[src/rtl/ofdm_pkg.sv]
// Shared OFDM constants, the IFFT frame sequencer state type and the
// null-carrier index helper.
package ofdm_pkg;

    localparam int          NFFT        = 16;
    localparam logic [23:0] CFG_DEFAULT = 24'h000204;
    localparam int          SAMPLE_W    = 16;

    typedef enum logic [1:0] {
        ST_RST_HOLD = 2'd0,
        ST_CFG      = 2'd1,
        ST_STREAM   = 2'd2
    } state_t;

    // DC (index 0) and Nyquist (index nfft/2) carry no data.
    function automatic logic is_null_idx(input int idx, input int nfft);
        return (idx == 0) || (idx == nfft / 2);
    endfunction

endpackage

[src/rtl/ifft_frame_ctrl.sv]
// Sequencer between the QAM mapper and the IFFT core: resets and configures
// the core, builds NFFT-point frames with nulls at DC and Nyquist, forwards
// the core output downstream and flags framing errors.
//
// Handshakes: a transfer happens on a rising edge where tvalid and tready
// are both high; a source holds tvalid and tdata stable until that edge.
module ifft_frame_ctrl #(
    parameter int          NFFT        = ofdm_pkg::NFFT,
    parameter logic [23:0] CFG_DEFAULT = ofdm_pkg::CFG_DEFAULT
) (
    input  logic        aclk,
    input  logic        rst,
    input  logic [23:0] cfg_word,
    input  logic        cfg_update,
    input  logic        in_tvalid,
    output logic        in_tready,
    input  logic [31:0] in_tdata,
    output logic        fft_aresetn,
    output logic        fft_cfg_tvalid,
    input  logic        fft_cfg_tready,
    output logic [23:0] fft_cfg_tdata,
    output logic        fft_s_tvalid,
    input  logic        fft_s_tready,
    output logic [31:0] fft_s_tdata,
    output logic        fft_s_tlast,
    input  logic        fft_m_tvalid,
    output logic        fft_m_tready,
    input  logic [31:0] fft_m_tdata,
    input  logic        fft_m_tlast,
    output logic        out_tvalid,
    input  logic        out_tready,
    output logic [31:0] out_tdata,
    output logic        out_tlast,
    input  logic        ev_tlast_unexpected,
    input  logic        ev_tlast_missing,
    output logic        busy,
    output logic [15:0] frame_cnt,
    output logic        err,
    output logic [1:0]  dbg_state
);
    import ofdm_pkg::*;

    localparam int               IDX_W    = $clog2(NFFT);
    localparam logic [IDX_W-1:0] LAST_IDX = IDX_W'(NFFT - 1);

    state_t           state_q;
    logic [1:0]       hold_q;
    logic [IDX_W-1:0] idx_q;
    logic [IDX_W-1:0] ocnt_q;
    logic [23:0]      pend_q;
    logic [23:0]      cfg_data_q;
    logic             upd_pend_q;
    logic             aresetn_q;
    logic             cfg_valid_q;
    logic             err_q;
    logic [15:0]      frame_cnt_q;
    logic             s_hs;
    logic             o_hs;

    // Core input mux: nulls at DC/Nyquist, mapper samples elsewhere.
    always_comb begin
        in_tready    = 1'b0;
        fft_s_tvalid = 1'b0;
        fft_s_tdata  = '0;
        fft_s_tlast  = 1'b0;
        if (state_q == ST_STREAM) begin
            fft_s_tlast = (idx_q == LAST_IDX);
            if (is_null_idx(int'(idx_q), NFFT)) begin
                fft_s_tvalid = 1'b1;
            end else begin
                fft_s_tvalid = in_tvalid;
                fft_s_tdata  = in_tdata;
                in_tready    = fft_s_tready;
            end
        end
    end

    assign s_hs           = fft_s_tvalid & fft_s_tready;
    assign o_hs           = fft_m_tvalid & out_tready;
    assign busy           = (idx_q != '0);
    assign fft_aresetn    = aresetn_q;
    assign fft_cfg_tvalid = cfg_valid_q;
    assign fft_cfg_tdata  = cfg_data_q;
    assign out_tvalid     = fft_m_tvalid;
    assign out_tdata      = fft_m_tdata;
    assign out_tlast      = fft_m_tlast;
    assign fft_m_tready   = out_tready;
    assign frame_cnt      = frame_cnt_q;
    assign err            = err_q;
    assign dbg_state      = state_q;

    // Sequencer FSM: core reset hold, config handshake, frame streaming.
    // The pending word is copied into cfg_data_q on entry to CFG so that a
    // cfg_update arriving during the handshake cannot disturb the offered
    // word; such an update stays pending for the next frame boundary.
    always_ff @(posedge aclk) begin
        if (rst) begin
            state_q     <= ST_RST_HOLD;
            hold_q      <= 2'd0;
            idx_q       <= '0;
            pend_q      <= CFG_DEFAULT;
            upd_pend_q  <= 1'b0;
            aresetn_q   <= 1'b0;
            cfg_valid_q <= 1'b0;
            cfg_data_q  <= CFG_DEFAULT;
        end else begin
            if (cfg_update) begin
                pend_q     <= cfg_word;
                upd_pend_q <= 1'b1;
            end
            case (state_q)
                ST_RST_HOLD: begin
                    if (hold_q == 2'd2) begin
                        state_q     <= ST_CFG;
                        aresetn_q   <= 1'b1;
                        cfg_valid_q <= 1'b1;
                        cfg_data_q  <= pend_q;
                        if (!cfg_update) upd_pend_q <= 1'b0;
                    end else begin
                        hold_q <= hold_q + 2'd1;
                    end
                end
                ST_CFG: begin
                    if (fft_cfg_tready) begin
                        cfg_valid_q <= 1'b0;
                        state_q     <= ST_STREAM;
                        idx_q       <= '0;
                    end
                end
                ST_STREAM: begin
                    if (s_hs) begin
                        if (idx_q == LAST_IDX) begin
                            idx_q <= '0;
                            if (upd_pend_q) begin
                                state_q     <= ST_CFG;
                                cfg_valid_q <= 1'b1;
                                cfg_data_q  <= pend_q;
                                if (!cfg_update) upd_pend_q <= 1'b0;
                            end
                        end else begin
                            idx_q <= idx_q + 1'b1;
                        end
                    end
                end
                default: state_q <= ST_RST_HOLD;
            endcase
        end
    end

    // Output framing checker: tlast must land exactly on sample NFFT-1.
    always_ff @(posedge aclk) begin
        if (rst) begin
            ocnt_q      <= '0;
            err_q       <= 1'b0;
            frame_cnt_q <= '0;
        end else begin
            if (ev_tlast_unexpected || ev_tlast_missing) err_q <= 1'b1;
            if (o_hs) begin
                if (fft_m_tlast != (ocnt_q == LAST_IDX)) err_q <= 1'b1;
                if (fft_m_tlast) frame_cnt_q <= frame_cnt_q + 16'd1;
                if (fft_m_tlast || (ocnt_q == LAST_IDX)) ocnt_q <= '0;
                else                                     ocnt_q <= ocnt_q + 1'b1;
            end
        end
    end

endmodule

[config.mk]
export PLATFORM = sky130hd
export DESIGN_NAME = ifft_frame_ctrl
export DESIGN_NICKNAME = d
export VERILOG_FILES = /design/src/rtl/ofdm_pkg.sv /design/src/rtl/ifft_frame_ctrl.sv
export SDC_FILE = /design/constraint.sdc
export NUM_CORES = 1
export LEC_CHECK = 0
export ABC_AREA = 1
export CORE_MARGIN = 4
export CORE_UTILIZATION = 39
export DETAILED_ROUTE_END_ITERATION = 12
export HOLD_SLACK_MARGIN = 0.1
export PLACE_DENSITY = 0.79
export SYNTH_ARGS = -nofsm -noshare
export SYNTH_HDL_FRONTEND = slang
export SYNTH_SLANG_ARGS = --single-unit
[constraint.sdc]
create_clock -name aclk -period 2 [get_ports aclk]
set_input_delay 0.2 -clock aclk [delete_from_list [all_inputs] [get_ports aclk]]
set_output_delay 0.2 -clock aclk [all_outputs]
set_load 0.05 [all_outputs]
==> metrics.md <==
| Metric | Value |
|---|---|
| Status | `finished, final reports clean` |
| CP startpoint | `idx_q[1]` |
| Min-Delay Path Class | `in2out` |
| Drt drc | `0` |
| CP max stage delay | `0.38 ns` |
| Avg Inst Size Synth | `6.90 um2` |
| Cell variety after synth | `26` |
| Fmax | `0.524 GHz` |
| Ant diodes | `0` |
| Total leakage power | `2.19 nW` |
| Switch Pwr | `1.85 mW` |
| Worst Path Max Fanout | `34` |
| Combinational power share | `0.377` |
| Most common cell after layout, fill and taps aside | `nand2_1` |
| IO Pins | `215` |
| Worst path top cell family by delay | `buffers and inverters` |
| Relative slew slack | `0.525` |
| Die H | `108 um` |
| Die Wd | `108 um` |
| Placer Congestion | `0.854` |
| Seq cells post-synth | `80` |
| Cts bufs inserted | `9` |
| CP Capture Type | `output port` |
| Detailed Routing Iterations Pass 1 | `4` |
| Full die area | `11,800 um2` |
| Clock Tree Root | `clkbuf_8` |
| Initial Utilization | `0.401` |
| Worst-Margin Slew | `0.712 ns` |
| Grt total ovfl | `0` |
| Sequential power share | `0.379` |
| I/O Buffers | `150` |
| Layout cells sized above 1 | `0.139` |
| Initial DRC count | `269` |
| GRT Util Overall | `0.185` |
| Final min period | `1.91 ns` |
| Register area share after synthesis | `0.407` |
| Setup violations, final | `0` |
| Global-route wire length before repair | `17,600 um` |
| DR vias | `4,012` |
| Slowest CP cell | `dfxtp_1` |
| Count of buffer and inverter cells on the critical path | `3` |
| Clock skew | `0.0103 ns` |
| PD cells | `823 nW/um2` |
| Arr. time, crit path | `1.71 ns` |
| Worst-path clk slew | `0.08 ns` |
| CTS tree | `yes` |
| Core ar. | `9820 um2` |
| Most common cell on crit path | `buf_12` |
| Fraction of registers with async set/reset | `0` |
| Net Sw Frac | `0.381` |
| Max-cap viol count | `0` |
| Largest net degree at the start of global routing | `42` |
| Worst R2R Start | `idx_q[1]` |
| Final #Nets | `782` |
| Area grow syn2layout | `49.7%` |
| Detailed Route WL | `11,400 um` |
| Setup TNS | `0 ns` |
| CTS max path bufs | `2` |
| Pint | `3.00 mW` |
| Post-Syn Area | `3930 um2` |
| Hold_sp | `fft_m_tdata[28]` |
| Worst vdd ir | `0.424 mV` |
| Post-Synthesis Cells | `570` |
| Wirelength per Cell | `13.9 um` |
| Power, Total | `4.85 mW` |
| Data required, critical path | `1.80 ns` |
| CP startpoint kind | `flop` |
| Post-synth EDFFs | `0` |
| Critical path class | `reg2out` |
| Storage cell area | `1600 um2` |
| Vias in the first global route | `3,836` |
| Area of the multi-input gates | `1810 um2` |
| Syn Nets | `675` |
| CTS sink count | `80` |
| Synth warnings | `0` |
| ANT nets after route | `0` |
| Vias per inst | `4.92` |
| Dpl hpwl | `8490 um` |
| Clock power share | `0.244` |
| Initial antenna violation count | `0` |
| Final hold vios | `0` |
| Most frequent cells in the layout | `nand2_1, clkdlybuf4s50_1, nor2_1, dfxtp_1, a21oi_1` |
| CTS H-tree depth | `3` |
| Final worst path period share | `0.954` |
| Fill cell count | `862` |
| Dominant synthesized flop cell | `dfxtp_1` |
| Clock Latency Late Sink | `0.35 ns` |
| Max-slew violations | `0` |
| CP Cell Sequence | `inv_1 -> ha_1 -> nand2_4 -> buf_12 -> nand2_1 -> nor2_1 -> buf_12` |
| Num rows | `36` |
==> power by group through the flow <==
stage / sequential (mW) / clock [mW] / combinational [mW]
after floorplan: 2.13 / 0 / 1.09
after global placement: 1.86 / 0 / 1.74
after detailed placement: 1.87 / 0 / 1.79
after CTS: 1.83 / 1.20 / 1.80
after global routing: 1.85 / 1.27 / 1.98
final: 1.83 / 1.18 / 1.83
==> Yosys cell counts, types with 2 or more instances <==
cell type,count,area [um2]
dfxtp_1,80,1600
nor3_1,10,50.1
buf_6,4,45.0
buf_1,2,7.51
nand4_1,29,181
inv_1,43,161
nand3_1,16,80.1
nor2_1,111,417
inv_2,3,11.3
buf_2,2,10.0
a21oi_1,46,230
nor2_2,2,12.5
o21ai_0,37,185
clkbuf_1,19,71.3
ha_1,6,75.1
nand2_1,115,432
buf_4,36,270
==> flip-flops by register name (all words and copies together), names as in the netlist, 2 cells and up <==
| signal | flops |
|---|---|
| fft_cfg_tdata | 24 |
| pend_q | 24 |
| frame_cnt | 16 |
| idx_q | 4 |
| ocnt_q | 4 |
| dbg_state | 2 |
| hold_q | 2 |
==> path summary, 6_finish.rpt <==
check,endpoint,slack [ns],depth (start not counted)
setup / recovery,fft_s_tdata[11],0.09,7
hold / removal,out_tdata[28],0.40,0
setup reg to reg,fft_cfg_tdata[0],0.31,6
hold reg to reg,frame_cnt[7],0.46,2
==> kinds of logic after synthesis <==
family	count (synthesis)	share of synthesized area
xor+xnor	1	0.00223
simple gates	288	0.310
compound gates	86	0.115
flops	80	0.407
buf+inv	109	0.147
fa+ha+maj	6	0.0191
==> worst register-to-register path: stages (launching register included) <==
cell and delay [ns]:
dfxtp_1 0.38, ha_1 0.20, nand3_1 0.20, o21ai_4 0.22
buf_4 0.30, nand4_1 0.16, a21oi_1 0.17
==> routing by layer <==
| metal | up-vias | track usage | wire length, um | share of wire |
|---|---|---|---|---|
| li1 | 2007 | - | - | - |
| met1 | 1811 | 0.208 | 4430 | 0.39 |
| met2 | 171 | 0.335 | 5710 | 0.50 |
| met3 | 23 | 0.0519 | 1000 | 0.088 |
| met4 | 0 | 0.0631 | 218 | 0.019 |
| met5 | - | 0 | 0 | 0 |
==> through the flow <==
stage	setup slack, ns	hold slack [ns]	util	area [um2]	cells
3_5_place_dp	0.261	0.400	0.573	5630	799
5_1_grt	-0.00252	0.400	0.600	5890	815
3_3_place_gp	0.322	0.400	0.573	5630	799
6_report	0.0926	0.400	0.600	5890	815
2_1_floorplan	-0.0598	0.326	-	3930	570
4_1_cts	0.0247	0.400	0.594	5830	815
==> final cells by class <==
cell class,count,area share
Clock buffer,11,0.0240
Clock inverter,5,0.00956
Inverter,46,0.0293
Multi-Input combinational cell,381,0.307
Sequential cell,80,0.272
Tap cell,133,0.0283
Timing Repair Buffer,159,0.330
==> what timing repair did <==
action | 4_1_cts | 5_1_grt
gates resized for setup | 1 | 23
hold buffers | 0 | 0
endpoints found under the setup margin | 1 | 35
setup buffers | 0 | 0
(Power assumes the default switching activity.)
